<file path="src/rtl/mmu_drive_sync_bridge_if.sv">
// Bus bundle between the MMU splitter branch (two-phase drive/free + data)
// and the synchronous MMU pipeline (valid/ready + occupancy).
interface mmu_drive_sync_bridge_if #(
  parameter int DATA_W = 32,
  parameter int DEPTH  = 4
);
  logic                       i_drive;
  logic                       o_free;
  logic [DATA_W-1:0]          i_data;
  logic                       o_valid;
  logic                       i_ready;
  logic [DATA_W-1:0]          o_data;
  logic [$clog2(DEPTH+1)-1:0] o_count;

  modport slave (
    input  i_drive, i_data, i_ready,
    output o_free, o_valid, o_data, o_count
  );

  modport master (
    output i_drive, i_data, i_ready,
    input  o_free, o_valid, o_data, o_count
  );
endinterface

</file>
<file path="src/rtl/mmu_drive_sync_bridge.sv">
// Two-phase drive/free consumer: synchronises i_drive, captures i_data into a FIFO
// and acks by toggling o_free. Define MMU_BRIDGE_BYPASS_EN for empty-FIFO bypass.
module mmu_drive_sync_bridge #(
  parameter int DATA_W      = 32,
  parameter int DEPTH       = 4,
  parameter int SYNC_STAGES = 2
) (
  input  logic                   clk,
  input  logic                   rstn,
  mmu_drive_sync_bridge_if.slave bus
);

  localparam int PTR_W = $clog2(DEPTH);
  localparam int CNT_W = $clog2(DEPTH + 1);

  logic [SYNC_STAGES-1:0] syncReg;
  logic [SYNC_STAGES-1:0] syncNext;
  logic                   drvS;
  logic                   lvlReg;
  logic                   freeReg;
  logic [PTR_W-1:0]       wPtrReg;
  logic [PTR_W-1:0]       rPtrReg;
  logic [CNT_W-1:0]       countReg;
  logic [CNT_W-1:0]       countNext;
  logic [DATA_W-1:0]      mem [DEPTH];

  logic tokPend;
  logic fifoValid;
  logic fifoPop;
  logic accept;
  logic fifoPush;
  logic bypass;

  genvar gi;
  generate
    for (gi = 0; gi < SYNC_STAGES; gi++) begin : g_sync
      if (gi == 0) begin : g_first
        assign syncNext[gi] = bus.i_drive;
      end else begin : g_chain
        assign syncNext[gi] = syncReg[gi-1];
      end
    end
  endgenerate

  always_ff @(posedge clk or negedge rstn) begin
    if (!rstn) begin
      syncReg <= '0;
    end else begin
      syncReg <= syncNext;
    end
  end

  assign drvS      = syncReg[SYNC_STAGES-1];
  assign tokPend   = drvS ^ lvlReg;
  assign fifoValid = (countReg != '0);
  assign fifoPop   = fifoValid & bus.i_ready;

`ifdef MMU_BRIDGE_BYPASS_EN
  // Only when empty, so a bypassed token can never overtake a stored one.
  assign bypass      = ~fifoValid & tokPend & bus.i_ready;
  assign bus.o_valid = fifoValid | bypass;
  assign bus.o_data  = bypass ? bus.i_data : mem[rPtrReg];
`else
  assign bypass      = 1'b0;
  assign bus.o_valid = fifoValid;
  assign bus.o_data  = mem[rPtrReg];
`endif

  // A full FIFO still accepts when the head leaves on the same edge.
  assign accept   = tokPend & ((countReg < CNT_W'(DEPTH)) | fifoPop);
  assign fifoPush = accept & ~bypass;

  always_comb begin
    countNext = countReg;
    case ({fifoPush, fifoPop})
      2'b10:   countNext = countReg + CNT_W'(1);
      2'b01:   countNext = countReg - CNT_W'(1);
      default: countNext = countReg;
    endcase
  end

  always_ff @(posedge clk or negedge rstn) begin
    if (!rstn) begin
      lvlReg   <= 1'b0;
      freeReg  <= 1'b0;
      wPtrReg  <= '0;
      rPtrReg  <= '0;
      countReg <= '0;
    end else begin
      if (accept) begin
        lvlReg  <= drvS;
        freeReg <= ~freeReg;
      end
      if (fifoPush) begin
        wPtrReg <= wPtrReg + PTR_W'(1);
      end
      if (fifoPop) begin
        rPtrReg <= rPtrReg + PTR_W'(1);
      end
      countReg <= countNext;
    end
  end

  // Storage carries no reset; contents are meaningless until written.
  always_ff @(posedge clk) begin
    if (fifoPush) begin
      mem[wPtrReg] <= bus.i_data;
    end
  end

  assign bus.o_free  = freeReg;
  assign bus.o_count = countReg;

endmodule

</file>
<file path="src/flat_wrapper.sv">
// flat-port wrapper written by rule: the top's interface ports become plain ports
module mmu_drive_sync_bridge_flat 
#(
  parameter int DATA_W      = 32,
  parameter int DEPTH       = 4,
  parameter int SYNC_STAGES = 2
)
  (clk, rstn, bus_i_drive, bus_i_data, bus_i_ready, bus_o_free, bus_o_valid, bus_o_data, bus_o_count);
  mmu_drive_sync_bridge_if #(.DATA_W(DATA_W), .DEPTH(DEPTH)) bus_i ();
  input  logic clk;
  input  logic rstn;
  input wire logic [$bits(bus_i.i_drive)-1:0] bus_i_drive;
  input wire logic [$bits(bus_i.i_data)-1:0] bus_i_data;
  input wire logic [$bits(bus_i.i_ready)-1:0] bus_i_ready;
  output wire logic [$bits(bus_i.o_free)-1:0] bus_o_free;
  output wire logic [$bits(bus_i.o_valid)-1:0] bus_o_valid;
  output wire logic [$bits(bus_i.o_data)-1:0] bus_o_data;
  output wire logic [$bits(bus_i.o_count)-1:0] bus_o_count;
  assign bus_i.i_drive = bus_i_drive;
  assign bus_i.i_data = bus_i_data;
  assign bus_i.i_ready = bus_i_ready;
  assign bus_o_free = bus_i.o_free;
  assign bus_o_valid = bus_i.o_valid;
  assign bus_o_data = bus_i.o_data;
  assign bus_o_count = bus_i.o_count;
  mmu_drive_sync_bridge #(.DATA_W(DATA_W), .DEPTH(DEPTH), .SYNC_STAGES(SYNC_STAGES)) u_core (.clk(clk), .rstn(rstn), .bus(bus_i));
endmodule
</file>
<file path="config.mk">
export PLATFORM = sky130hd
export DESIGN_NAME = mmu_drive_sync_bridge_flat
export DESIGN_NICKNAME = d
export VERILOG_FILES = /design/src/rtl/mmu_drive_sync_bridge_if.sv /design/src/rtl/mmu_drive_sync_bridge.sv /design/src/flat_wrapper.sv
export SDC_FILE = /design/constraint.sdc
export NUM_CORES = 1
export LEC_CHECK = 0
export BUFFER_PORTS_ARGS = -buffer_cell sky130_fd_sc_hd__buf_2
export CELL_PAD_IN_SITES_DETAIL_PLACEMENT = 1
export CELL_PAD_IN_SITES_GLOBAL_PLACEMENT = 2
export CORE_MARGIN = 2
export CORE_UTILIZATION = 48
export DETAILED_ROUTE_END_ITERATION = 8
export PLACE_DENSITY = 0.92
export REMOVE_ABC_BUFFERS = 1
export SETUP_SLACK_MARGIN = 0.05
export SKIP_LAST_GASP = 1
export SLEW_MARGIN = 25
export SYNTH_ARGS = -nofsm -noshare
export SYNTH_HDL_FRONTEND = slang
export SYNTH_SLANG_ARGS = --single-unit
</file>
<file path="constraint.sdc">
create_clock -name clk -period 2.9 [get_ports clk]
set_input_delay 0.725 -clock clk [delete_from_list [all_inputs] [get_ports clk]]
set_output_delay 0.725 -clock clk [all_outputs]
set_load 0.01 [all_outputs]
</file>
Word-level counts from Yosys, hierarchy flattened:

Memory sizes are Yosys's and may differ from the RTL's.
Index checks and enable logic that the tools add are counted.

* $add $sub $neg: 4
* multipliers: 0
* divide/modulo/power cells: 0
* $lt $le $gt $ge: 1
* equality and inequality tests: 2
* shift-type cells: 0
* muxes and demuxes: 3
* bitwise logic cells: 5
* reduce and logical (&&, ||, !) cells: 2

Operators by type and width (count)
* one-hot mux 3 bit (2 select lines): 1
* adder 2 x 1 -> 2 bit, second input constant: 2
* adder 3 x 1 -> 3 bit, second input constant: 1
* less-than comparator 3 bit, second input constant: 1
* nonzero test 3 bit: 1
* subtractor 3 x 1 -> 3 bit, second input constant: 1
* AND 1 bit: 2
* == test 2 x 1 -> 1 bit, second input constant: 1
* == test 2 bit, second input constant: 1
* two-way mux 1 bit: 2
* nonzero test 2 bit: 1
* NOT 1 bit: 1
* bitwise OR 1 bit: 1
* bitwise XOR 1 bit: 1

* register bits: 11
* latch bits: 0
* bits in writable memories: 128
* ROM bits: 0
* output and inout port bits: 37
* word-level logic and storage cells: 24
* memories kept: 1

Memory list
* u_core.mem: depth 4, width 32, rd ports 1, clocked after Yosys merged registers in 0, write ports 1, RTL line mmu_drive_sync_bridge.sv:25 `logic [DATA_W-1:0] mem [DEPTH];`

Depth between registers and ports, before layout:

* word-level depth: 6
* gate-level depth with buffers: 10
* gate-level depth less buffers: 9

Worst setup path after synthesis:

Ideal clock, no wire load.

* path kind: input -> register
* from: input bus_i_ready
* to: register u_core.countReg[2] (netlist: u_core.bus.o_count[2])
* arrival time: 2.181 ns
* required time: 2.821 ns
* path slack: 0.640 ns
* stages on the path: 10
* path buffers: 1
* path through: nand2b_2 and2_1 buf_6 inv_1 ha_1 inv_1 fa_1 xor2_1 nor2_1 xor2_1

* longest elaborated chain between the ends: 5
* elaborated cells on any way between the ends: 7
* those cells by class: 2 x eq/ne; 1 x mux; 3 x bitwise; 1 x reduce/logical

Ends and longest elaborated chain
* from (decl): RTL line flat_wrapper.sv:14 `input wire logic [$bits(bus_i.i_ready)-1:0] bus_i_ready;`
* AND 1 bit *: RTL line mmu_drive_sync_bridge.sv:56 `assign fifoPop = fifoValid & bus.i_ready;`
* bitwise OR 1 bit: RTL line mmu_drive_sync_bridge.sv:70 `assign accept = tokPend & ((countReg < CNT_W'(DEPTH)) | fifoPop);`
* AND 1 bit: RTL line mmu_drive_sync_bridge.sv:70
* == test 2 x 1 -> 1 bit or == test 2 bit (tied branches): RTL line mmu_drive_sync_bridge.sv:75 `case ({fifoPush, fifoPop})`
* one-hot mux 3 bit (2 select lines) or nonzero test 2 bit (tied branches)
* to (signal assigned): RTL line mmu_drive_sync_bridge.sv:100 `countReg <= countNext;`
* to (decl): RTL line mmu_drive_sync_bridge.sv:23 `logic [CNT_W-1:0] countReg;`

Mark *: on every way between the ends. The rest lies on a longest branch, timed or not.
A chain may end at the register's enable or synchronous reset.

Worst setup path after layout:

* from: register u_core.rPtrReg[1]
* to: output bus_o_data[7]

* longest elaborated chain between the ends: 1

Ends and longest elaborated chain
* from (decl): RTL line mmu_drive_sync_bridge.sv:22 `logic [PTR_W-1:0] rPtrReg;`
* from (signal assigned): RTL line mmu_drive_sync_bridge.sv:98 `rPtrReg <= rPtrReg + PTR_W'(1);`
* memory (4 x 32 bit)
* to (decl): RTL line flat_wrapper.sv:17 `output wire logic [$bits(bus_i.o_data)-1:0] bus_o_data;`

No other way between the ends.

==> out/qor.csv <==
stage,metric,value,unit
final_layout,drive_above_1_share,0.448,
final_layout,final_nets,346,
place,dp_hpwl,6110,um
global_routing,grt_max_degree,23,
synthesis,yosys.area_share.simple,0.0103,
die,pin_count,73,
global_routing,antenna_found_initial,1,
drt,drc,0,
synthesis,yosys_warnings,0,
final_layout,fill_cells,960,
synthesis,synth_top_family_by_area,multiplexers,
global_routing,grt_pass1_wl,14800,um
synthesis,muxShareOfSynthArea,0.148,
sta,finalMaxSlewViolations,0,
clocking,clk_pin_slew,0.06,ns
sta,hold_viol_final,0,
synthesis,synth_xor_area_frac,0.0134,
setup_path,worstReg2RegEnd,u_core.bus.o_count[2],
place,io_buffers,72,
synthesis,synth_compound_area_frac,0.00167,
setup_path,cp.arrival,2.00,ns
die,die_x,108,um
sta,fin_crit_sh,0.940,
synthesis,seq_area_frac_synth,0.788,
synthesis,yosysMostFrequentCell,edfxtp_1,
clocking,worstSkewPairLatency,0.51,ns
sta,setup_viol,0,
power,power.density,1070,nW/um^2
synthesis,synth_top_area_share,0.735,
setup_path,crit_path_start_kind,flop,
sta,max_freq,367,MHz
die,rows,38,
drt,wl_per_cell,21.5,um
synthesis,yosys.area.top_type,edfxtp_1,
drt,drt_iter0_drc,92,
final_layout,diodes,0,
sta,rsz0062_at_grt,no,
flow_run,maxCapViolCount,0,
power,fin_total_pwr,6.81,mW
global_routing,groute.usage.overall,0.182,
synthesis,synth_edf_count,128,
global_routing,grt_overflow,0,
drt,ant_nets,0,
final_layout,syn_to_final_growth,21.6,%
sta,fin_crit,2.73,ns
sta,finClkSkew,0.00796,ns
drt,routed_wl,9810,um
synthesis,yosysUniqueCellTypes,23,
global_routing,grt_pass1_vias,2612,
synthesis,ys_top_cells_by_count,"edfxtp_1, mux4_2, dfrtp_1",
synthesis,synth_cells,213,
drt,num_vias,2423,
die,die_area,11700,um^2
place,globalplace.congestion,0.667,
synthesis,yosys_most_used_dff,edfxtp_1,
setup_path,cp_max_fo,22,
synthesis,syn_area,5230,um^2
outcome,status,completed,
clocking,cts_buffers,17,
setup_path,cp.required,2.17,ns
clocking,cts_max_path_buffers,2,
clocking,htree_levels,4,
drt,first_pass_iters,4,
setup_path,endpoint_kind,output port,
synthesis,yosys-top-cells-area,"edfxtp_1, mux4_2, dfrtp_1",
die,start_util,0.487,
die,coreArea,10700,um^2
synthesis,synthAdderAreaFrac,0.0158,
die,dieHeight,108,um
synthesis,synth-async-reset-ratio,0.0791,
power,ir_drop,477,uV
drt,viasPerCell,5.30,
clocking,cts_root_buf,clkbuf_8,
power,power.leakage,2.28,nW
sta,setup_tns,0,ns
setup_path,crit_type,reg2out,
synthesis,synth.avg_cell_area,24.6,um^2
worst_hold_path,hold_path_class,in2async,
sta,relSlewSlack,0.663,
setup_path,reg2reg_depth,9,
sta,worst_slew_pin_slew,0.506,ns
clocking,cts_sinks,139,
setup_path,ff2ff_setup_slack,0.81,ns
setup_path,reg2reg_from,u_core.lvlReg,
synthesis,synth-seq-cells,139,
clocking,cts_tree,built,
critical path: stages (launching register included):
cell and delay, ns:
dfrtp_2 0.56, buf_4 0.39, mux4_2 0.37, buf_2 0.16
metrics by stage:
| stage | cells | cell area (um^2) | util | worst slack [ns] | hold slack, ns |
|---|---|---|---|---|---|
| after global routing | 457 | 6360 | 0.592 | 0.0568 | 0.0621 |
| after global placement | 424 | 5790 | 0.539 | 0.512 | 0.333 |
| after CTS | 456 | 6350 | 0.591 | 0.0815 | 0.0596 |
| after floorplan | 204 | 5130 | - | 0.0457 | 0.331 |
| after detailed placement | 424 | 5790 | 0.539 | 0.354 | 0.342 |
| final | 457 | 6360 | 0.592 | 0.174 | 0.0817 |
sequential cells by signal, summed over array words and instances, names as in the netlist:
| signal | count |
|---|---|
| u_core.bus.o_count | 3 |
| u_core.bus.o_free | 1 |
| u_core.lvlReg | 1 |
| u_core.mem | 128 |
| u_core.rPtrReg | 2 |
| u_core.syncReg | 2 |
| u_core.wPtrReg | 2 |
worst max-delay path by stage:
stage | end | startpoint | cells past startpoint | slack, ns
2_1_floorplan | bus_o_data[11] | u_core.rPtrReg[0] | 1 | 0.05
3_3_place_gp | u_core.bus.o_count[2] | bus_i_ready | 10 | 0.51
3_5_place_dp | u_core.bus.o_count[2] | bus_i_ready | 10 | 0.35
4_1_cts | bus_o_data[2] | u_core.rPtrReg[0] | 3 | 0.08
5_1_grt | bus_o_data[7] | u_core.rPtrReg[1] | 3 | 0.06
6_report | bus_o_data[7] | u_core.rPtrReg[1] | 3 | 0.17
cell families after synthesis:
family          Yosys count
mux                      35
fa+ha+maj                 6
xor+xnor                  8
simple gates              9
flops                   139
buf+inv                  15
compound gates            1
cell usage in the layout (no fill, tap or decap), drive strengths merged:
| cell | n |
|---|---|
| mux2i | 1 |
| mux4 | 32 |
| buf | 81 |
| xor2 | 5 |
| fa | 1 |
| nor2 | 1 |
| clkbuf | 22 |
| nand2 | 1 |
| or3 | 1 |
| bufinv | 3 |
| inv | 6 |
| nand2b | 1 |
| o31a | 1 |
| ha | 5 |
| xnor2 | 3 |
| edfxtp | 128 |
| and3 | 4 |
| dfrtp | 11 |
| clkinv | 6 |
| and2 | 1 |
| mux2 | 2 |
| clkinvlp | 1 |
routing by layer:
metal | up-vias | track usage | share of wire
met3 | 5 | 0.0669 | 0.045
met2 | 66 | 0.299 | 0.53
met5 | - | 0 | 0
met1 | 1285 | 0.229 | 0.42
li1 | 1067 | - | -
met4 | 0 | 0.0540 | 0.0054
layout make-up:
class	count	area (um^2)	share of cell area
clock inverter	10	124	0.0195
sequential	139	4120	0.648
tap	140	175	0.0275
multi-input combinational	59	992	0.156
clock buffer	22	433	0.0681
timing repair buffer	81	490	0.0771
inverter	6	22.5	0.00354
report_power, final:
group / switching [mW] / internal (mW) / leakage, nW
clock network: 0.737 / 1.29 / 0.269
logic: 0.976 / 0.944 / 0.719
registers: 0.196 / 2.66 / 1.30
total: 1.91 / 4.90 / 2.28
what timing repair did:
| action | 4_1_cts | 5_1_grt |
|---|---|---|
| buffers inserted | 0 | 1 |
| hold buffers | 0 | 0 |
| gates cloned | 0 | 0 |
| endpoints found under the setup margin | 16 | 4 |
| endpoints found under the hold margin | 0 | 0 |
| gates resized for setup | 1 | 0 |
Note: power is estimated with default switching activity, not from simulation.
